===== src/rtl/trap_sequencer.sv =====
// Trap entry/exit sequencer: pushes the resume PC to RA on trap, pops it on reti, redirects fetch.
// Entry takes 3 cycles from accept to redirect with grant held; waits indefinitely in WAIT_* while bus_gnt is low.
module trap_sequencer #(
    parameter logic [31:0] TRAMP_ADDR = 32'h0000_2000,
    parameter logic [31:0] RA_ADDR    = 32'hffff_ffff,
    parameter int          MAX_DEPTH  = 32,
    parameter int          HOLDOFF    = 2,
    parameter int          RD_LAT     = 2
) (
    input  logic        clk,
    input  logic        reset_n,
    input  logic        trap,
    input  logic        reti,
    input  logic [31:0] core_pc,
    output logic        halt,
    output logic        redir_valid,
    output logic [31:0] redir_pc,
    output logic        bus_req,
    input  logic        bus_gnt,
    output logic        strobe,
    output logic        rw,
    output logic [31:0] d_addr,
    output logic [31:0] d_wdata,
    input  logic [31:0] d_rdata,
    output logic [5:0]  depth,
    output logic        err
);

    typedef enum logic [2:0] {
        IDLE, WAIT_E, PUSH, ENTER, WAIT_X, POP, RDWAIT, EXIT
    } state_t;

    state_t      state;
    logic [7:0]  holdoff;
    logic [7:0]  lat_cnt;
    logic        reti_pend;
    logic [31:0] ret_reg;

    logic trap_live;
    logic want_exit;
    logic full;

    assign trap_live = trap && (holdoff == 8'd0);
    assign want_exit = reti || reti_pend;
    assign full      = (depth == 6'(MAX_DEPTH));

    always_ff @(posedge clk) begin
        if (!reset_n) begin
            state       <= IDLE;
            halt        <= 1'b0;
            redir_valid <= 1'b0;
            redir_pc    <= 32'd0;
            bus_req     <= 1'b0;
            strobe      <= 1'b0;
            rw          <= 1'b0;
            d_addr      <= 32'd0;
            d_wdata     <= 32'd0;
            depth       <= 6'd0;
            err         <= 1'b0;
            holdoff     <= 8'd0;
            lat_cnt     <= 8'd0;
            reti_pend   <= 1'b0;
            ret_reg     <= 32'd0;
        end else begin
            if (holdoff != 8'd0)
                holdoff <= holdoff - 8'd1;
            if (reti)
                reti_pend <= 1'b1;

            case (state)
                IDLE: begin
                    if (trap_live && !full) begin
                        // A reti arriving now stays pending and is served after this frame is pushed.
                        ret_reg <= core_pc;
                        halt    <= 1'b1;
                        bus_req <= 1'b1;
                        state   <= WAIT_E;
                    end else begin
                        if (trap_live && full)
                            err <= 1'b1;
                        if (want_exit) begin
                            reti_pend <= 1'b0;
                            if (depth != 6'd0) begin
                                halt    <= 1'b1;
                                bus_req <= 1'b1;
                                state   <= WAIT_X;
                            end else begin
                                err <= 1'b1;
                            end
                        end
                    end
                end
                WAIT_E: begin
                    if (bus_gnt) begin
                        strobe  <= 1'b1;
                        rw      <= 1'b1;
                        d_addr  <= RA_ADDR;
                        d_wdata <= ret_reg;
                        state   <= PUSH;
                    end
                end
                PUSH: begin
                    strobe      <= 1'b0;
                    redir_valid <= 1'b1;
                    redir_pc    <= TRAMP_ADDR;
                    state       <= ENTER;
                end
                ENTER: begin
                    redir_valid <= 1'b0;
                    depth       <= depth + 6'd1;
                    holdoff     <= 8'(HOLDOFF);
                    bus_req     <= 1'b0;
                    halt        <= 1'b0;
                    state       <= IDLE;
                end
                WAIT_X: begin
                    if (bus_gnt) begin
                        strobe <= 1'b1;
                        rw     <= 1'b0;
                        d_addr <= RA_ADDR;
                        state  <= POP;
                    end
                end
                POP: begin
                    strobe  <= 1'b0;
                    lat_cnt <= 8'(RD_LAT - 1);
                    state   <= RDWAIT;
                end
                RDWAIT: begin
                    // Read data is valid in the cycle RD_LAT after the pop strobe.
                    if (lat_cnt == 8'd0) begin
                        ret_reg     <= d_rdata;
                        redir_valid <= 1'b1;
                        redir_pc    <= d_rdata;
                        state       <= EXIT;
                    end else begin
                        lat_cnt <= lat_cnt - 8'd1;
                    end
                end
                EXIT: begin
                    redir_valid <= 1'b0;
                    depth       <= depth - 6'd1;
                    bus_req     <= 1'b0;
                    halt        <= 1'b0;
                    state       <= IDLE;
                end
                default: state <= IDLE;
            endcase
        end
    end

endmodule


===== config.mk =====
export PLATFORM = sky130hd
export DESIGN_NAME = trap_sequencer
export DESIGN_NICKNAME = d
export VERILOG_FILES = /design/src/rtl/trap_sequencer.sv
export SDC_FILE = /design/constraint.sdc
export NUM_CORES = 1
export LEC_CHECK = 0
export ABC_AREA = 0
export BUFFER_PORTS_ARGS = -buffer_cell sky130_fd_sc_hd__buf_2
export CAP_MARGIN = 20
export CORE_MARGIN = 3
export CORE_UTILIZATION = 45
export CTS_CLUSTER_DIAMETER = 50
export DETAILED_ROUTE_END_ITERATION = 8
export PLACE_DENSITY = 0.71
export SYNTH_ARGS = -nofsm -noshare
export SYNTH_HDL_FRONTEND = slang
export SYNTH_SLANG_ARGS = --single-unit

===== constraint.sdc =====
create_clock -name clk -period 2.7 [get_ports clk]
set_input_delay 0.27 -clock clk [delete_from_list [all_inputs] [get_ports clk]]
set_output_delay 0.27 -clock clk [all_outputs]
set_load 0.03 [all_outputs]

Word-level counts from Yosys, hierarchy flattened. Index checks and enable logic that the tools add are counted.

Register bits: 128. Input bits: 69. Output and inout bits: 108. Word-level logic and storage cells: 104.

Add/subtract/negate cells: 4. Eq/ne operators: 16. Multiplexer cells: 33. Bitwise gates (word level): 2. Reduce and logical (&&, ||, !) cells: 34.

Operators by type and width (number): $pmux 32 s2 (2); $mux 32 (2); $pmux 3 s7 (1); $mux 3 (6); $logic_not 8->1 (2); $pmux 8 s2 (1); $reduce_bool 2->1 (8); $sub 8x1->8 const B (2); $reduce_and 2->1 (7); $mux 1 (13); $eq 3x3->1 const B (4); $pmux 6 s2 (1); $ne 2x2->1 const B (5); $reduce_and 3->1 (3); $mux 8 (1); $reduce_bool 8->1 (1); $reduce_or 2->1 (4); $add 6x1->6 const B (1); $eq 3x2->1 const B (2); $eq 6x6->1 const B (1); $ne 3x3->1 const B (2); $pmux 1 s2 (3); $reduce_bool 6->1 (1); $sub 6x1->6 const B (1); other kinds (11) (15).

Longest topological paths before layout.
Depth in word-level cells: 6. Mapped depth: 9.

Least setup slack after synthesis. OpenSTA, ideal clock, no wires.

Path kind: register -> register. From: reg state[2]. To: reg depth[4]. Arrival: 1919 ps. Data required time: 2630 ps. Slack: 711 ps. Stages on the path, launching flop included: 10. Buffers on the path: 2. Clock period less this slack: 1989 ps. Path through: dfxtp_1 > buf_2 > buf_1 > nand3_1 > xnor2_1 > ha_1 > nor3b_1 > a21oi_1 > or3_1 > a21oi_1.

Cells in the longest elaborated chain, start to end: 2. Elaborated cells on any way between the ends: 4. Those cells by class: eq/ne (2); mux (1); reduce/logical (1).

Ends and longest elaborated chain: start, declared (RTL line 33) `state_t state;`; start signal, assigned (RTL line 49) `state <= IDLE;`; start signal, assigned (RTL line 77) `state <= WAIT_E;`; start signal, assigned (RTL line 86) `state <= WAIT_X;`; $eq 3x3->1 or $eq 3x2->1 (tied branches) (RTL line 70) `case (state)`; $pmux 6 s2 or $reduce_bool 2->1 (tied branches); end signal, assigned (RTL line 110) `depth <= depth + 6'd1;`; end signal, assigned (RTL line 142) `depth <= depth - 6'd1;`; end, declared (RTL line 25) `output logic [5:0] depth,`.

Parallel ways exist; a longest one is shown, timed or not. A chain may end at the register's enable or synchronous reset.

Worst setup path after layout.
From: reg state[2]. To: reg ret_reg[19].

Cells in the longest elaborated chain, start to end: 3. Elaborated cells on any way between the ends: 7. Those cells by class: eq/ne (3); mux (1); reduce/logical (3).

Ends and longest elaborated chain: $eq 3x3->1 or $logic_not 3->1 (tied branches) (RTL line 70); $ne 2x2->1 (no source line) or $reduce_bool 2->1 (tied branches); $reduce_and 3->1 (no source line); end signal, assigned (RTL line 74) `ret_reg <= core_pc;`; end signal, assigned (RTL line 132) `ret_reg <= d_rdata;`; end, declared (RTL line 37) `logic [31:0] ret_reg;`.

Parallel ways exist; a longest one is shown, timed or not.

==> summary.md <==
STA puts the critical path data required time at 3.03 ns. Startpoint class of the critical path: a flip-flop. Max-cap violations in this run came to 0. The core footprint was 12400 um^2; the final count of hold timing violations was 0. Entering global routing, the biggest net connects 37 pins. The worst setup path is captured at a flip-flop. Leading register cell type out of synthesis: dfxtp_1.

The final cycle utilization of the critical path is 84.8%, and the setup slack of the most critical reg-to-reg path is 0.41 ns. The tools report the total routing usage reported by global routing as 21.5%. After detailed routing, the total wire length is 15700 um. Clock tree synthesis found a total of 128 sinks. When the netlist entered floorplanning its net count stood at 756. The finished cells cover 7180 um^2. In this run, the combinational gates consume 29.8% of the power. Clock skew on the completed layout was measured at 0.00940 ns. The clock tree synthesis step divided the H-tree into 4 levels. The run finished with clean final reports.

The tools report the relative slew slack as 52.9%. Cell with the most instances after synthesis: nand2_1. The portion of synthesized area spent on multiplexers is 11.8%. The area share of and/or/nand/nor cells after synthesis works out to 18.4%.

By count the netlist is led by nand2_1, dfxtp_1, a21oi_1, clkbuf_1, nand3_1. The number of rows in the core area came out at 40. At the end of routability-driven placement, the weighted congestion stood at 0.849.

The run gives 682 as the cell count after synthesis. The worst-case IR drop observed on VDD is 528 uV. In the routed design, unresolved DRC markers number 0.

Measured on the finished design, the core utilization comes to 58.1%. The logs give 43.9% for the share of synthesized area occupied by flip-flops and latches and 0 for the count of yosys warnings during synthesis. The number of setup violations in the final report was 0. In the post-synthesis netlist, the biggest area contributors are dfxtp_1, nand2_1, a21oi_1, mux2_2, mux2i_1.

The logs give 5091 for the via count of the first global-routing pass and 177 for the number of I/O pins. Setup repair after global routing left no endpoint under its margin. The longest clock path from root to sink contains 2 buffers. The cell type with the highest aggregate area in the netlist is dfxtp_1.

For the number of antenna violations at the first check in global routing, the log shows 0. The global-route wire length before repair was 25100 um; the count of buffers from port buffering was 176. The area growth from synthesis to layout is 23.1%. The path class of the tightest hold or removal check is primary input to flip-flop. The detailed router finished its first iteration with 371 violations. In the final design database the tool counted 883 nets. After detailed routing, the number of vias per cell comes to 5.43.

Synthesis inferred 128 register bits. For this design the total switching power over the nets is 2330 uW. Counting flops with a built-in enable in the synthesized netlist gives 0.

At the later pin of the worst-skew pair, clock insertion delay measures 0.41 ns. The clock transition time at the flip-flop clock pins of the worst setup and hold paths works out to 0.06 ns. Fraction of layout instances using a drive strength above 1: 31.9%. The number of clock buffers added by TritonCTS is 17.

The detail route stage leaves a number of antenna-violating nets equal to 0. The die covers 14400 um^2. Complex-gate fraction of the synthesized area: 13.9%. After synthesis the cells add up to 5830 um^2. The switching fraction of total power was 34.3%; the number of diodes added for antenna fixing was 0.

The biggest fanout along the worst timing path is 32, and the routed length per placed instance is 15.9 um. The number of distinct library cell variants in the gate-level netlist after synthesis is 55. The total negative setup slack was 0 ns; the die width was 120 um. Based on the critical path, the design can be clocked at up to 437 MHz. The number of gates resized after cts came out at 0. The share of total power dissipated in the clock network is 33.5%.

Areal power density over the cells: 946 nW/um^2. In this run the cell area measured after placement is 6580 um^2. After Yosys synthesis, XOR and XNOR cells account for 2.40% of the synthesized area.

Detailed routing inserted a total of 5373 vias. The fraction of synthesis flops using an asynchronous set or reset pin was 0%; the half-perimeter wire length of the detailed placement result was 10900 um. The average instance in the mapped netlist occupies 8.55 um^2. The transition time at the pin with the least slew margin was 0.705 ns; the effective utilization at floorplan was 47.2%.

The tree is rooted in a clkbuf_16. After synthesis, the largest family of logic cells by area is simple AND/OR/NAND/NOR gates. Standby leakage power: 0.00328 uW.

The critical path in this run is classified as flip-flop to flip-flop. The first-pass detailed-route iteration total was 5; the number of max-slew violations in the final report was 0. The internal cell power was 4460 uW. The floorplan step set the die height to 120 um. The time the worst path needs with I/O delays and setup came out at 2.29 ns. Summed over its instances, the top area cell type makes up 43.9% of the synthesized netlist area. After clock tree synthesis, the setup repair step added 0 buffers. The critical path arrival was 2.62 ns. Global routing finished with a remaining overflow of 0.

Hold is met by 0.129 ns. The synthesized-area fraction occupied by adder cells works out to 1.07%. TritonCTS built the clock tree. Per report_power, the sequential group accounts for 36.7% of the total. The number of hold buffers added after CTS was 0.
## power groups by stage
stage	Sequential, uW	Combinational (uW)	Clock, uW
global route	2530	2190	2410
global placement	2500	1970	0
finish	2490	2020	2280
CTS	2490	2050	2310
detailed placement	2520	2020	0
floorplan	2570	1680	0
## area by class of cell
cell class / count / area (um^2)
clock buffer: 21 / 470
clock inverter: 11 / 131
fill: 1079 / 5180
inverter: 9 / 33.8
multi-input combinational: 461 / 2770
sequential: 128 / 2560
tap: 168 / 210
timing repair buffer: 192 / 1000
## per-stage QoR
stage,setup slack [ns],total power (uW),cells
4_1_cts,0.418,6850,990
2_1_floorplan,0.711,4250,682
3_3_place_gp,0.574,4480,958
6_report,0.410,6790,990
3_5_place_dp,0.456,4550,958
5_1_grt,0.180,7130,990
## path summary, 6_finish.rpt
kind                            startpoint                         to  cells past startpoint
setup / recovery     state[2]$_SDFFE_PN0P_   ret_reg[19]$_SDFFE_PN0P_                      5
hold / removal                 d_rdata[17]  redir_pc[17]$_SDFFE_PN0P_                      3
setup reg to reg     state[2]$_SDFFE_PN0P_   ret_reg[19]$_SDFFE_PN0P_                      5
hold reg to reg   d_wdata[10]$_SDFFE_PN0P_   d_wdata[10]$_SDFFE_PN0P_                      2
## critical path, cell delays in order (launching register included)
cell      delay, ns
dfxtp_1        0.51
nor3_2         0.47
nand4b_1       0.31
o211ai_4       0.16
buf_4          0.48
mux2i_1        0.25
## cell families after synthesis
| family | count (synthesis) |
|---|---|
| and+or+nand+nor | 236 |
| AOI/OAI and AO/OA | 139 |
| DFF | 128 |
| buffers and inverters | 93 |
| muxes | 65 |
| xor gates and xnor gates | 16 |
| adders and majority gates | 5 |
## routing by layer
| layer | GRT usage [%] | wire, um |
|---|---|---|
| met1 | 26.7 | 6630 |
| met2 | 35.6 | 7500 |
| met3 | 5.94 | 1240 |
| met4 | 8.23 | 350 |
| met5 | 0 | 0 |
## placed cells by master (no fill, tap or decap), types with 15 or more instances in the layout
cell       synthesis  layout
clkbuf_16          0      17
buf_2              5     176
o21ai_1           23      23
mux2_2            32      32
nor2_1            25      25
nand3_1           34      34
a21oi_1           75      75
nand2_1          135     135
mux2i_1           33      33
o21ai_0           15      15
dfxtp_1          128     128
buf_4             32      16
No activity file was read; power rests on OpenSTA's default activity.
